===== src/rtl/ttl191_sequencer_pkg.sv =====
// Shared definitions for the 74LS191 sequencer: FSM state encodings and the
// terminal-count value helper.
package ttl191_sequencer_pkg;

    typedef logic [2:0] state_t;

    localparam state_t ST_IDLE   = 3'd0;
    localparam state_t ST_LOAD   = 3'd1;
    localparam state_t ST_VERIFY = 3'd2;
    localparam state_t ST_COUNT  = 3'd3;
    localparam state_t ST_DONE   = 3'd4;

    // Terminal value zero-extended to 32 bits: all-ones when counting up, zero when counting down.
    function automatic logic [31:0] term_value(input logic dir, input int unsigned width);
        logic [31:0] ones_s;
        ones_s = 32'hFFFF_FFFF >> (32'd32 - width);
        return dir ? 32'd0 : ones_s;
    endfunction

endpackage


===== src/rtl/ttl191_terminal_detect.sv =====
// Flags when the counter readback sits at its terminal value for the given direction.
module ttl191_terminal_detect
    import ttl191_sequencer_pkg::*;
#(
    parameter int unsigned WIDTH = 4
) (
    input  logic [WIDTH-1:0] cnt_q_i,
    input  logic             dir_i,
    output logic             at_term_o
);

    // Compare in the 32-bit domain so no truncated bits are left dangling.
    always_comb begin
        at_term_o = (32'(cnt_q_i) == term_value(dir_i, WIDTH));
    end

endmodule


===== src/rtl/ttl191_sequencer.sv =====
// Load / verify / count / done controller wrapped around an external 74LS191
// up/down counter, with one-shot and auto-reload operation.
module ttl191_sequencer
    import ttl191_sequencer_pkg::*;
#(
    parameter int unsigned WIDTH = 4
) (
    input  logic             CLK,
    input  logic             RESET_n,
    input  logic             START,
    input  logic             ABORT,
    input  logic             MODE,
    input  logic             DIR,
    input  logic [WIDTH-1:0] PRESET,
    output logic [WIDTH-1:0] CNT_D,
    output logic             CNT_LOAD_n,
    output logic             CNT_CTEN_n,
    output logic             CNT_DOWN_UP_n,
    input  logic [WIDTH-1:0] CNT_Q,
    output logic             BUSY,
    output logic             DONE,
    output logic             FAULT,
    output logic [7:0]       PERIODS
);

    state_t           state_q,   state_d;
    logic [WIDTH-1:0] d_q,       d_d;
    logic             dir_q,     dir_d;
    logic [7:0]       periods_q, periods_d;
    logic             done_q,    done_d;
    logic             fault_q,   fault_d;
    logic             at_term_s;

    ttl191_terminal_detect #(.WIDTH(WIDTH)) u_term (
        .cnt_q_i   (CNT_Q),
        .dir_i     (dir_q),
        .at_term_o (at_term_s)
    );

    // Next-state logic; ABORT overrides everything, including a pending START.
    always_comb begin
        state_d   = state_q;
        d_d       = d_q;
        dir_d     = dir_q;
        periods_d = periods_q;
        done_d    = 1'b0;
        fault_d   = 1'b0;
        if (ABORT) begin
            state_d = ST_IDLE;
        end else begin
            case (state_q)
                ST_IDLE: begin
                    if (START) begin
                        state_d   = ST_LOAD;
                        d_d       = PRESET;
                        dir_d     = DIR;
                        periods_d = 8'd0;
                    end else begin
                        state_d = ST_IDLE;
                    end
                end
                ST_LOAD: begin
                    state_d = ST_VERIFY;
                end
                ST_VERIFY: begin
                    if (CNT_Q != d_q) begin
                        state_d = ST_IDLE;
                        fault_d = 1'b1;
                    end else if (at_term_s) begin
                        state_d   = ST_DONE;
                        done_d    = 1'b1;
                        periods_d = periods_q + 8'd1;
                    end else begin
                        state_d = ST_COUNT;
                    end
                end
                ST_COUNT: begin
                    if (at_term_s) begin
                        state_d   = ST_DONE;
                        done_d    = 1'b1;
                        periods_d = periods_q + 8'd1;
                    end else begin
                        state_d = ST_COUNT;
                    end
                end
                ST_DONE: begin
                    // Reload reuses the preset and direction latched at START.
                    if (MODE) begin
                        state_d = ST_LOAD;
                    end else begin
                        state_d = ST_IDLE;
                    end
                end
                default: begin
                    state_d = ST_IDLE;
                end
            endcase
        end
    end

    // State and output registers.
    always_ff @(posedge CLK or negedge RESET_n) begin
        if (!RESET_n) begin
            state_q   <= ST_IDLE;
            d_q       <= '0;
            dir_q     <= 1'b0;
            periods_q <= 8'd0;
            done_q    <= 1'b0;
            fault_q   <= 1'b0;
        end else begin
            state_q   <= state_d;
            d_q       <= d_d;
            dir_q     <= dir_d;
            periods_q <= periods_d;
            done_q    <= done_d;
            fault_q   <= fault_d;
        end
    end

    // Count enable follows CNT_Q directly so the 191 freezes on the terminal value instead of wrapping.
    always_comb begin
        if (state_q == ST_COUNT) begin
            CNT_CTEN_n = at_term_s;
        end else begin
            CNT_CTEN_n = 1'b1;
        end
    end

    assign CNT_LOAD_n    = (state_q != ST_LOAD);
    assign CNT_D         = d_q;
    assign CNT_DOWN_UP_n = dir_q;
    assign BUSY          = (state_q != ST_IDLE);
    assign DONE          = done_q;
    assign FAULT         = fault_q;
    assign PERIODS       = periods_q;

endmodule


===== config.mk =====
export PLATFORM = sky130hd
export DESIGN_NAME = ttl191_sequencer
export DESIGN_NICKNAME = d
export VERILOG_FILES = /design/src/rtl/ttl191_sequencer_pkg.sv /design/src/rtl/ttl191_terminal_detect.sv /design/src/rtl/ttl191_sequencer.sv
export SDC_FILE = /design/constraint.sdc
export NUM_CORES = 1
export LEC_CHECK = 0
export CORE_ASPECT_RATIO = 1.25
export CORE_UTILIZATION = 49
export DETAILED_ROUTE_END_ITERATION = 8
export PLACE_DENSITY = 0.8
export SLEW_MARGIN = 15
export SYNTH_ARGS = -nofsm -noshare
export SYNTH_HDL_FRONTEND = slang
export SYNTH_SLANG_ARGS = --single-unit

===== constraint.sdc =====
create_clock -name CLK -period 3.7 [get_ports CLK]
set_input_delay 0.74 -clock CLK [delete_from_list [all_inputs] [get_ports CLK]]
set_output_delay 0.74 -clock CLK [all_outputs]
set_load 0.02 [all_outputs]

==> After elaboration in Yosys (flattened, before gate mapping) <==
Index checks and enable logic that the tools add are counted.
{ "classes": {"addsub": 1, "n_reduce_logical": 5, "n_eq_ne": 9, "n_bitwise": 1, "muxes": 19} }
{ "ops": {"columns": ["op", "n"], "rows": [
  ["4-bit by 32-bit equality test with 1-bit output", 1],
  ["8-bit 2-to-1 mux", 3],
  ["8-bit one-hot mux with 3 select lines", 1],
  ["3-bit one-hot mux with 5 select lines", 1],
  ["1-bit 2-to-1 mux", 9],
  ["3-bit 2-to-1 mux", 3],
  ["8-bit by 1-bit adder with 8-bit output (second input constant)", 1],
  ["3-bit by 2-bit equality test with 1-bit output (second input constant)", 2],
  ["3-bit nonzero test", 2],
  ["4-bit 2-to-1 mux", 1],
  ["2-bit inequality test (second input constant)", 2],
  ["4-bit inequality test", 1],
  ["4-bit AND reduction", 1],
  ["3-bit by 1-bit equality test with 1-bit output (second input constant)", 1],
  ["3-bit equality test (second input constant)", 1],
  ["3-bit logical NOT", 1],
  ["3-bit by 1-bit inequality test with 1-bit output (second input constant)", 1],
  ["3-bit AND reduction", 1],
  ["1-bit one-hot mux with 2 select lines", 1],
  ["1-bit inverter", 1]
]} }
{ "word_totals": {"output_inout_bits": 18, "inputBits": 14, "ff_bits": 18, "elab_cells": 41} }

==> Longest topological paths before layout <==
Gate-level depths: netlist (run 1).
{ "logic_depth": {"depth_word": 6, "ltp_mapped": 6, "ltp_nobuf": 5} }

==> Modules after synthesis <==
Synthesis (run 1) repeated with hierarchy kept, for this count alone.
{ "unflattened": {"hier_cells": 84, "hier_area_um2": 952.2} }
{ "by_module_without_submodules": {"columns": ["mod", "cells_per_inst", "seq_area_each_um2", "instances", "area_each_um2"], "rows": [
  ["ttl191_sequencer", 81, 450.4, 1, 923.4],
  ["ttl191_terminal_detect", 3, 0.0, 1, 28.8]
]} }

==> Worst setup path after synthesis (run 1) <==
No wires, ideal clock.
{ "synth_path": {"kind": "input to output", "startpoint": "in CNT_Q[3]", "endpoint": "out CNT_CTEN_n", "n_path_buf": 1, "arrival_time_ns": 1.602, "t_required_ns": 2.960, "setup_slack_ns": 1.358, "cell_stages": 4, "cell_sequence": "and4b_1 -> mux2i_2 -> clkbuf_8 -> nand3_1"} }
{ "synth_via": {"elab_chain_cells": 2} }
{ "synth_lines": {"columns": ["item", "line", "source"], "rows": [
  ["start, declared", "ttl191_sequencer.sv:19", "input logic [WIDTH-1:0] CNT_Q,"],
  ["4-bit by 32-bit equality test with 1-bit output", "ttl191_terminal_detect.sv:14", "at_term_o = (32'(cnt_q_i) == term_value(dir_i, WIDTH));"],
  ["1-bit 2-to-1 mux", "ttl191_sequencer.sv:122", "if (state_q == ST_COUNT) begin"],
  ["end, declared", "ttl191_sequencer.sv:17", "output logic CNT_CTEN_n,"]
]} }
Every way passes these cells.

==> Worst setup path in the final report (run 1) <==
{ "layout_path": {"startpoint": "in CNT_Q[1]", "endpoint": "out CNT_CTEN_n"} }
The elaborated chain is that of the path after synthesis.

==> run metrics, run 1 <==
most frequent cells in the layout=clkdlybuf4s50_1 (31), dfrtp_1 (18), mux2_2 (9); Syn-to-layout area delta=30.4%; Die H=54.1 µm; GR Overflow Total=0; commonest non-fill, non-tap cell in the layout=clkdlybuf4s50_1; Final HPWL DP=1610 µm; Hold Crit Depth=1; Clock Power Share=0.252; fin util=0.692; Peak Freq=282 MHz; unrepaired setup endpoints after global routing=false; # DRC=5; first-pass GRT wire length=3740 µm; number of hold buffers added after CTS=0; Required @ worst endpoint=2.96 ns; largest stage delay on the critical path=0.63 ns; H-tree levels=1; clock root buffer=clkbuf_4; crit share post-route=0.958; mapped cell area=1060 µm²; adder-cell share of the synthesized area=0.0118; gr usage total=0.212; Synth Flop Type=dfrtp_1; RR Endpoint=PERIODS[7]; TritonCTS Buffers=3; Synth Area in XOR/XNOR=0.0400; WHS Endpoint=PERIODS[7]; initial DRC count=25; Initial Util=0.531; M2 GR Usage=0.371; failing checks=DRC; GR Layer Usage met1=0.268; Hold WS=0.513 ns; Seq cells post-synth=18; overall power=0.000483 W; slowest CP cell=mux2i_2; CORE AREA=2000 µm²; vias=868; layout cells sized above 1=0.185; DIE AREA=2360 µm²; CP Class=in2out; largest net degree at the start of global routing=19; Synth Area per Inst=11.2 µm²; latest clock arrival within the worst-skew pair=0.29 ns; Worst Max-Slew Pin Slew=0.791 ns; number of gates resized after cts=0; most frequent CP cell=clkdlybuf4s50_1; Post-Synth Simple-Gate Area=0.193; Post-synth EDFFs=0; Final Max Tran Viols=0; GPL Wtd Cong=0.845; die span in x=43.7 µm; sequential element share of the synthesized area=0.424; Antenna Violating Nets Remaining=0; fillcell total=157; Hold Startpoint=PERIODS[7]; area of the multi-input gates=549 µm²; vias in the first global route=833; Final min period=3.54 ns; Pint=0.000340 W; CP endpoint kind=output pin; R2R Setup Slk=1.74 ns; num ports=32; Final #Nets=140; Max-Cap Viols=0; Seq pwr share=0.470; Avg WL per Cell=15.4 µm; M3 GR Usage=0.0235; finished layout cell area=1390 µm²; worst hold-check path type=reg2reg; clk sinks=18; leakage=0.566 nW; GR peak layer=met2; post-DR vias/cell=6.03; multiplexer share of the synthesized area=0.118; Sw Share=0.297; synth unique cells=40; placement-stage cell area=1350 µm²; worst-path cell chain=clkdlybuf4s50_1 -> and4b_1 -> mux2i_2 -> nand3_1 -> clkdlybuf4s50_1; CTS tree=yes; relative slew slack=0.462; Net Switching=0.000143 W; Max Root-Sink Buffers=2; largest family of logic cells by synthesized area=simple AND/OR/NAND/NOR gates; WP buf/inv=2; initial antenna violation count=0; Compound-Gate Fraction of Synth Area=0.154; Setup Total Neg Slack=0 ns; port bufs=31; Worst Path Arrival=2.80 ns; fraction of registers with async set/reset=1.00; Setup Fix Bufs, Post-CTS=0; iteration count of the initial detailed-routing pass=8; final setup fails=0; row count=18; peak supply drop=0.354 mV; n_diodes=0; final hold violations=0; PD cells=348 nW/µm²; Comb pwr share=0.278; Post-Syn Nets=110; crit path max fanout=15; Critical Path Start=CNT_Q[1]; status=finished with violations; Synthesis Warnings=0; Setup Skew=0.00457 ns; FF+latch area=450 µm²; Post-Route WL=2220 µm; post-synthesis cell count=95; Worst Setup Start Kind=input pin; clock-pin slew on the worst setup and hold paths=0.10 ns; CP delay by family, top=buffers and inverters; R2R cell count=4; RR Startpoint=CNT_D[0]
## worst reg2reg max path, cell delays in order, from the launching register on
cell     delay [ns]
dfrtp_1        0.43
xnor2_1        0.26
a41oi_2        0.34
or3_4          0.52
o41ai_2        0.32
## per-stage QoR
step | setup slack [ns] | instances
finish | 0.157 | 144
global route | 0.0723 | 144
CTS | 0.178 | 144
detailed placement | 0.193 | 140
global placement | 0.259 | 140
floorplan | 1.36 | 95
## synth_stat cells, types with 2 or more instances
cell type / instances / area (µm²)
nand2b_1: 2 / 12.5
nor4_1: 4 / 25.0
buf_4: 2 / 15.0
a31oi_1: 2 / 12.5
nor3_1: 3 / 15.0
nor2b_1: 3 / 18.8
xnor2_1: 3 / 26.3
o41a_1: 4 / 45.0
mux2_2: 9 / 101
nand3_1: 4 / 20.0
dfrtp_1: 18 / 450
nand2_1: 6 / 22.5
o22ai_1: 2 / 12.5
inv_1: 4 / 15.0
nor2_1: 4 / 15.0
## how the worst max path moves through the flow
stage	cells past startpoint	to	slack [ns]
final	5	CNT_CTEN_n	0.16
after global routing	5	CNT_CTEN_n	0.07
after CTS	5	CNT_CTEN_n	0.18
after detailed placement	5	CNT_CTEN_n	0.19
after global placement	5	CNT_CTEN_n	0.26
after floorplan	4	CNT_CTEN_n	1.36
## power groups by stage
| stage | sequential [W] | combinational, W | clock, W |
|---|---|---|---|
| 3_3_place_gp | 0.000230 | 0.000132 | 0 |
| 3_5_place_dp | 0.000231 | 0.000134 | 0 |
| 4_1_cts | 0.000228 | 0.000135 | 0.000125 |
| 2_1_floorplan | 0.000241 | 0.0000698 | 0 |
| 5_1_grt | 0.000230 | 0.000142 | 0.000129 |
| 6_report | 0.000227 | 0.000134 | 0.000122 |
## state kept, by name (all words and copies together) (netlist names)
| signal | count |
|---|---|
| CNT_DOWN_UP_n | 1 |
| state_q | 3 |
| CNT_D | 4 |
| DONE | 1 |
| FAULT | 1 |
| PERIODS | 8 |
## cell families after synthesis
kind of cell	Yosys count
and+or+nand+nor	34
DFF	18
AOI/OAI and AO/OA	17
muxes	11
buffers and inverters	10
xor gates and xnor gates	4
adders and majority gates	1
## cell type report
class | instances | share of cell area
clock buffers | 4 | 0.0262
inverters | 4 | 0.0108
multi-input cells | 67 | 0.396
flip-flops and latches | 18 | 0.325
well taps | 20 | 0.0181
repair buffers | 31 | 0.224
## metal layers
| layer | routed length (µm) | vias up |
|---|---|---|
| met1 | 976 | 423 |
| met2 | 1130 | 21 |
| met5 | 0 | - |
| li1 | - | 420 |
| met3 | 87 | 4 |
| met4 | 28 | 0 |
Power figures use the tool's default switching activity.
==> run 2: changes to the inputs <==
Settings changed: CTS_CLUSTER_DIAMETER from default to 80.
==> results of run 2 <==
The final DEF is identical to that of run 1; final timing and power are the same.
==> run 3: changes to the inputs <==
Settings changed: ABC_AREA from default to 1, CAP_MARGIN from default to 10, CORE_UTILIZATION 49 to 50.
==> run 3 against run 2 <==
Against the previous run:
- the flow still finishes with violations (DRC)
- power is 2.5% higher
- first-iteration DRC count is 28% lower
- non-clock buffer count stayed put
- area after synthesis is 4.7% higher
- design area is 7.1% higher
- flip-flop and latch count stayed put
- synthesized cell count is 58% higher
- combinational power is 8% higher
- die area is 2.5% higher
- sequential share of layout area is 2.2 points lower
- largest power group unchanged
- highest routed layer unchanged
==> run metrics, run 3 <==
status=finished with violations; failing checks=DRC; Yosys top cell area share=0.404; Die H=54.8 µm; relative slew slack=0.465; CP Class=in2out; crit share post-route=0.801; Post-Route WL=2310 µm; Setup Fix Bufs, Post-CTS=0; worst-path cell chain=clkdlybuf4s50_1 -> nand2_1 -> nor2_1 -> nand2_1 -> nand3_1 -> clkdlybuf4s50_1; first-pass GRT wire length=4020 µm; Synthesis Warnings=0; final hold violations=0; layout cells sized above 1=0.0973; gr usage total=0.232; TritonCTS Buffers=3; port bufs=31; Hold Startpoint=PERIODS[4]; synth cell count leaders=nand2_1 (44), inv_1 (21), dfrtp_1 (18), nor2_1 (18), nand3_1 (15); unrepaired setup endpoints after global routing=false; n_diodes=0; Worst Max-Slew Pin Slew=0.800 ns; Antenna Violating Nets Remaining=0; worst hold-check path type=reg2reg; M3 GR Usage=0.0297; GR peak layer=met2; # DRC=1; num ports=32; GR Layer Usage met1=0.245; leakage=0.749 nW; H-tree levels=1; sequential element share of the synthesized area=0.404; Max Root-Sink Buffers=2; most common cell in the netlist=nand2_1; max reg flops=8; number of gates resized after cts=0; row count=18; Critical Path Start=CNT_Q[3]; Worst Path Arrival=2.22 ns; slowest CP cell=clkdlybuf4s50_1; Initial Util=0.549; RR Startpoint=PERIODS[0]; DIE AREA=2420 µm²; most frequent cells in the layout=nand2_1 (44), clkdlybuf4s50_1 (31), inv_1 (21); Final HPWL DP=1780 µm; Post-synth EDFFs=0; die span in x=44.2 µm; final setup fails=0; CORE AREA=2030 µm²; post-DR vias/cell=5.26; GR Overflow Total=0; Worst Setup Start Kind=input pin; clock-pin slew on the worst setup and hold paths=0.11 ns; CP endpoint kind=output pin; latest clock arrival within the worst-skew pair=0.30 ns; area leader, netlist=dfrtp_1; initial DRC count=18; clk sinks=18; crit path max fanout=3; synth top area cells=dfrtp_1 (40%), nand2_1 (15%), inv_1 (7.1%); Required @ worst endpoint=2.96 ns; CTS tree=yes; largest stage delay on the critical path=0.61 ns; Final min period=2.96 ns; clock root buffer=clkbuf_4; M2 GR Usage=0.444; Avg WL per Cell=11.2 µm; Setup Total Neg Slack=0 ns; non-filler cells, final=205; fraction of registers with async set/reset=1.00; fillcell total=172; Max-Cap Viols=0; Synth Area per Inst=7.42 µm²; Syn-to-layout area delta=33.4%; PD cells=333 nW/µm²; synth unique cells=21; GPL Wtd Cong=0.869; Cells after DPL=201; initial antenna violation count=0; Peak Freq=338 MHz; number of hold buffers added after CTS=0; Synth Flop Type=dfrtp_1; vias in the first global route=1003; Seq cells post-synth=18; iteration count of the initial detailed-routing pass=8; Post-Syn Nets=165; Final #Nets=201; vias=1079; mapped cell area=1110 µm²; commonest non-fill, non-tap cell in the layout=nand2_1; Final Max Tran Viols=0; Setup Skew=0.00816 ns; peak supply drop=0.281 mV; post-synthesis cell count=150; largest net degree at the start of global routing=19
## run 3: cell types whose count changed after synthesis, sizes merged, moves of 3 or more
cell   previous run  this run
a21oi             0         5
mux2              9         3
nand3             4        16
inv               4        26
buf               4         0
nand2             6        46
nor2b             3         0
nor4              4         0
nand4             0         3
o41a              5         0
nor2              4        20
## run 3: critical path: cells and delay by family
family,cells,cell delay [ns]
simple gates,4,0.35
buf+inv,2,1.13
## run 3: where the power goes
part	switching, W	total, W	internal [W]	leakage, nW
clock	0.0000625	0.000123	0.0000600	0.0210
combinational	0.0000746	0.000145	0.0000706	0.492
sequential	0.0000159	0.000227	0.000211	0.237
total	0.000153	0.000495	0.000342	0.749
## run 3: per-stage QoR
stage               area (µm²)  worst slack [ns]  hold WS (ns)   util  power, W
floorplan                 1110              1.83         0.444      -  0.000313
global placement          1450             0.757         0.511  0.715  0.000375
detailed placement        1450             0.746         0.511  0.715  0.000377
CTS                       1490             0.740         0.536  0.733  0.000499
global route              1490             0.640         0.563  0.733  0.000526
finish                    1490             0.738         0.533  0.733  0.000495
## run 3: area by class of cell
| class | instances | area [µm²] | area share |
|---|---|---|---|
| tap | 20 | 25.0 | 0.0168 |
| sequential | 18 | 450 | 0.303 |
| multi-input combinational | 106 | 566 | 0.381 |
| timing repair buffer | 31 | 310 | 0.209 |
| clock buffer | 4 | 36.3 | 0.0244 |
| inverter | 26 | 97.6 | 0.0657 |
## run 3: path summary, 6_finish.rpt
check                           cells past startpoint          to  slack, ns
worst max-delay path                                6  CNT_CTEN_n       0.74
worst min register to register                      2  PERIODS[4]       0.53
worst max register to register                      8  PERIODS[6]       2.32
max in group asynchronous                           1  PERIODS[6]       2.30
worst min-delay path                                2  PERIODS[4]       0.53
min in group asynchronous                           1  PERIODS[3]       0.89
## run 3: cell families (layout without fill, tap and decap cells)
group | after synthesis | after routing | synth area share
AND/OR/NAND/NOR | 91 | 91 | 0.391
buffers and inverters | 26 | 61 | 0.0876
adder cells (fa/ha/maj) | 1 | 1 | 0.0112
XOR/XNOR | 4 | 4 | 0.0315
flip-flops | 18 | 18 | 0.404
AO/OA/AOI/OAI | 7 | 7 | 0.0337
multiplexers | 3 | 3 | 0.0404
## run 3: layer usage
layer,routed length (µm),part of all wire,vias up
met5,0,0,-
met4,50,0.022,0
met3,86,0.037,4
met2,1260,0.55,32
met1,906,0.39,503
li1,-,-,540
==> edit 1 (settings of run 2) <==
Make the reset (`RESET_n`) synchronous in one clocked block.
--- a/src/rtl/ttl191_sequencer.sv
+++ b/src/rtl/ttl191_sequencer.sv
@@ -101,3 +101,3 @@
     // State and output registers.
-    always_ff @(posedge CLK or negedge RESET_n) begin
+    always_ff @(posedge CLK) begin
         if (!RESET_n) begin
Check against the original RTL: differs if RESET_n is asserted again (counterexample within 4 cycles, from zero or initial values and one cycle with RESET_n low); with RESET_n held inactive, the same outputs for 10 cycles.
==> edit 1 against run 2 <==
- final area decreased by 6.5%
- worst setup slack improved by 0.077 ns
- global-route usage up 4.4 points
- routed wire length grew 1.1%
- sequential cell count is the same
- area after synthesis is 13% lower
- first-iteration DRC count decreased by 24%
- critical path type unchanged
- critical endpoint unchanged
Power is not compared: it rests on default switching activity, and its combinational part moved more than twofold at a synthesized area within 25%.
==> edit 1: results (changes against run 2) <==
placed_design:
  place_area_sq_um: 1260  # -6.7%
  place_ws_ns: 0.239  # +0.0459 ns
synth:
  ys_async_sr_fraction_pct: 0  # -100 points
  synthTopCellsByCount: "dfxtp_1 (18), nor2_1 (12), nand2_1 (11), a21oi_1 (5), mux2i_1 (5)"
  synth-xor-area-share_pct: 3.78  # -0.22 points
  synth_most_common_cell: "dfxtp_1"
  synth.net_count: 121  # +10%
  yosys-top-cells-area: "dfxtp_1 (39%), mux2i_1 (5.4%), nor2_1 (4.9%)"
  ys_seq_area_share_pct: 38.9  # -3.4 points
  muxShareOfSynthArea_pct: 7.84  # -3.9 points
  synth_adder_area_share_pct: 1.35  # +0.17 points
  synth_cell_types: 36  # -10%
  synth-compound-area-share_pct: 18.0  # +2.6 points
global_route:
  grt_pass1_wl_um: 3640  # -2.8%
  grt_max_degree: 13  # -6
  grt_pass1_vias: 846  # +1.6%
  track_usage_pct: 25.6  # +4.4 points
worst_setup_path:
  reg2reg_depth: 6  # +2
  r2r_start: "CNT_DOWN_UP_n"
  regToRegEndpoint: "PERIODS[7]"
  r2r_setup_slack_ns: 1.72  # -0.02 ns
  crit_arrival_ns: 2.73  # -0.07 ns
  path_max_fanout: 3  # -12
min_path:
  hold_end: "PERIODS[7]"
  holdPathStages: 2  # +1
  hp-start: "PERIODS[7]"
cells_and_area:
  nets: 156  # +11%
  drive_gt1_share_pct: 7.86  # -11 points
sta:
  skew_ns: 0.00174  # -0.00283 ns
  fin_hold_ws_ns: 0.497  # -0.0154 ns
  max-slew-margin-rel_pct: 61.9  # +16 points
routing:
  vias_per_cell: 5.81  # -3.6%
  drt_iter0_drc: 19  # -24%
  wl_per_cell_um: 14.1  # -8.4%
  drt_first_pass_iters: 4  # -4
clocking:
  post_cts_buffers: 0  # unchanged
run_status:
  status: "finished clean"
[edit 1: cell types whose count changed after synthesis, sizes merged, moves of 3 or more]
cell,run 2,this run
a211oi,0,3
a21oi,0,5
buf,4,0
dfrtp,18,0
dfxtp,0,18
inv,4,1
mux2,9,0
mux2i,2,6
nand2,6,12
nor2,4,12
nor4,4,0
o41a,5,0
[edit 1: worst max-delay path, cell delays in order]
cell             delay (ns)
clkdlybuf4s50_1        0.46
or4b_4                 0.57
mux2i_4                0.16
nor2_1                 0.09
nand2_1                0.09
clkdlybuf4s50_1        0.61
[edit 1: kinds of logic after synthesis]
group | count (synthesis)
fa+ha+maj | 1
mux | 6
flops | 18
compound gates | 24
xor+xnor | 4
simple gates | 50
buf+inv | 3
[edit 1: final cells by class]
class	count	area, sq um
clock buffer	4	36.3
tap	19	23.8
timing repair buffer	32	318
sequential	18	360
inverter	1	3.75
multi-input combinational	85	554
fill	153	469
[edit 1: metal layers]
layer | wire length [um] | GRT usage [%] | vias up
met1 | 941 | 31.4 | 420
met4 | 32 | 11.7 | 0
met2 | 1110 | 41.9 | 35
met3 | 162 | 3.10 | 4
met5 | 0 | 0 | -
li1 | - | - | 465
[edit 1: through the flow]
stage / std cells / utilization (%)
5_1_grt: 159 / 73.4
4_1_cts: 159 / 73.4
3_3_place_gp: 155 / 71.4
3_5_place_dp: 155 / 71.4
2_1_floorplan: 106 / -
6_report: 159 / 73.4
[edit 1: how the worst max path moves through the flow]
stage / endpoint / depth (start not counted) / start / slack (ns)
final: CNT_CTEN_n / 6 / CNT_Q[0] / 0.23
after global placement: CNT_CTEN_n / 6 / CNT_Q[0] / 0.29
after floorplan: CNT_CTEN_n / 4 / CNT_Q[0] / 1.18
after global routing: CNT_CTEN_n / 6 / CNT_Q[0] / 0.16
after detailed placement: CNT_CTEN_n / 6 / CNT_Q[0] / 0.24
after CTS: CNT_CTEN_n / 6 / CNT_Q[0] / 0.23
[edit 1: power breakdown]
part / internal (uW) / leakage, uW / switching (uW)
combinational: 30.5 / 0.000311 / 27.3
sequential: 197 / 0.000146 / 3.61
clock: 60.0 / 0.0000210 / 62.4
total: 288 / 0.000478 / 93.2
==> edit 2 (flow settings as in run 2) <==
Made on the original files. `WIDTH` is set to 4 in 2 places; all go to 3.
--- a/src/rtl/ttl191_terminal_detect.sv
+++ b/src/rtl/ttl191_terminal_detect.sv
@@ -4,3 +4,3 @@
 #(
-    parameter int unsigned WIDTH = 4
+    parameter int unsigned WIDTH = 3
 ) (
--- a/src/rtl/ttl191_sequencer.sv
+++ b/src/rtl/ttl191_sequencer.sv
@@ -5,3 +5,3 @@
 #(
-    parameter int unsigned WIDTH = 4
+    parameter int unsigned WIDTH = 3
 ) (
Ports: changed (resized CNT_D, CNT_Q and PRESET); port bits go from 32 to 29. The function was not compared with the original's and may differ.
==> edit 2 against run 2 <==
- final area is 9.1% lower
- worst hold slack improved by 0.059 ns
- core utilization is 1.4 points higher
- power is 6.5% lower
- sequential cell count down 1
- register-to-register slack better by 0.18 ns
- area after synthesis down 12%
- sequential share of layout area increased by 1.3 points
- worst setup slack gained 0.40 ns
- highest routed layer unchanged
- routed wire length down 9.6%
==> edit 2: results (changes against run 2) <==
synth:
  syn_inst: 82  # -14%
  synthTopCellsByCount: "dfrtp_1 (17), a221o_1 (5), mux2_2 (5), nor2_1 (5)"
  yosys-top-cells-area: "dfrtp_1 (45%), nor4b_2 (6.4%), mux2_2 (6.0%)"
  synth.net_count: 95  # -14%
  synth_cell_types: 33  # -18%
  ys_seq_area_share_pct: 45.2  # +2.9 points
routing:
  drt_first_pass_iters: 4  # -4
  vias_per_cell: 6.00  # -0.46%
  drt_iter0_drc: 19  # -24%
  totalWireLength_um: 2010  # -9.6%
global_route:
  use_met3_pct: 3.91  # +1.6 points
  grt_pass1_wl_um: 3310  # -11%
  met1_usage_pct: 27.9  # +1.1 points
  grt_pass1_vias: 789  # -5.3%
  track_usage_pct: 22.9  # +1.6 points
  grt_max_degree: 18  # -1
power:
  irDropWorstVdd_mv: 0.292  # -17%
  p_leak_uw: 0.000516  # -8.8%
worst_setup_path:
  cpMaxStageDelayCell: "clkdlybuf4s50_1"
  crit_arrival_ns: 2.41  # -0.39 ns
  path_max_fanout: 3  # -12
  max_stage_delay_ns: 0.60  # -0.03 ns
sta:
  skew_ns: 0.00152  # -0.00304 ns
  max-slew-margin-rel_pct: 50.2  # +4.0 points
placed_design:
  io_buffers: 28  # -9.7%
cells_and_area:
  drive_gt1_share_pct: 15.0  # -3.5 points
run_status:
  status: "finished clean"
[edit 2: cell types whose count changed after synthesis, moves of 3 or more]
cell / run 2 / this run
nor4b_2: 1 / 4
nand2_1: 6 / 1
and3_1: 0 / 3
xor2_1: 0 / 3
xnor2_1: 3 / 0
a221o_1: 0 / 5
mux2_2: 9 / 5
o41a_1: 4 / 0
[edit 2: routing by layer]
layer  wire, um  vias up
met5          0        -
met4         12        0
met3         70        2
met2       1030       15
met1        895      397
li1           -      378
[edit 2: logic make-up (layout without fill, tap and decap cells)]
family | after synthesis | count (layout) | share of synthesized area [%]
adders and majority gates | 1 | 1 | 1.33
AOI/OAI and AO/OA | 15 | 15 | 14.2
and+or+nand+nor | 36 | 36 | 26.9
xor gates and xnor gates | 3 | 3 | 2.79
muxes | 6 | 6 | 7.18
buffers and inverters | 4 | 35 | 2.39
DFF | 17 | 17 | 45.2
[edit 2: area by class of cell]
type                            count  area (sq um)  share of cell area (%)
Sequential cell                    17           425                    33.8
Inverter                            3          11.3                   0.894
Clock buffer                        4          26.3                    2.09
Timing Repair Buffer               28           280                    22.2
Multi-Input combinational cell     61           493                    39.1
Tap cell                           19          23.8                    1.89
[edit 2: through the flow]
stage / cells / worst slack, ns / area, sq um
final: 132 / 0.554 / 1260
after CTS: 132 / 0.551 / 1260
after detailed placement: 128 / 0.558 / 1230
after floorplan: 82 / 1.59 / 941
after global routing: 132 / 0.425 / 1260
after global placement: 128 / 0.596 / 1230
[edit 2: worst paths after layout]
path                               to  startpoint  cells after the start  slack, ns
setup / recovery           CNT_CTEN_n    CNT_Q[1]                      5       0.55
hold / removal             PERIODS[7]  PERIODS[7]                      1       0.57
setup reg to reg           PERIODS[3]    CNT_D[2]                      4       1.92
hold reg to reg            PERIODS[7]  PERIODS[7]                      1       0.57
max in group asynchronous  PERIODS[3]     RESET_n                      1       2.36
min in group asynchronous  PERIODS[7]     RESET_n                      1       0.88
[edit 2: report_power, final]
group | switching, uW | total [uW] | internal [uW]
logic | 66.5 | 132 | 65.7
clock network | 59.9 | 102 | 41.9
registers | 16.5 | 218 | 201
total | 143 | 452 | 309
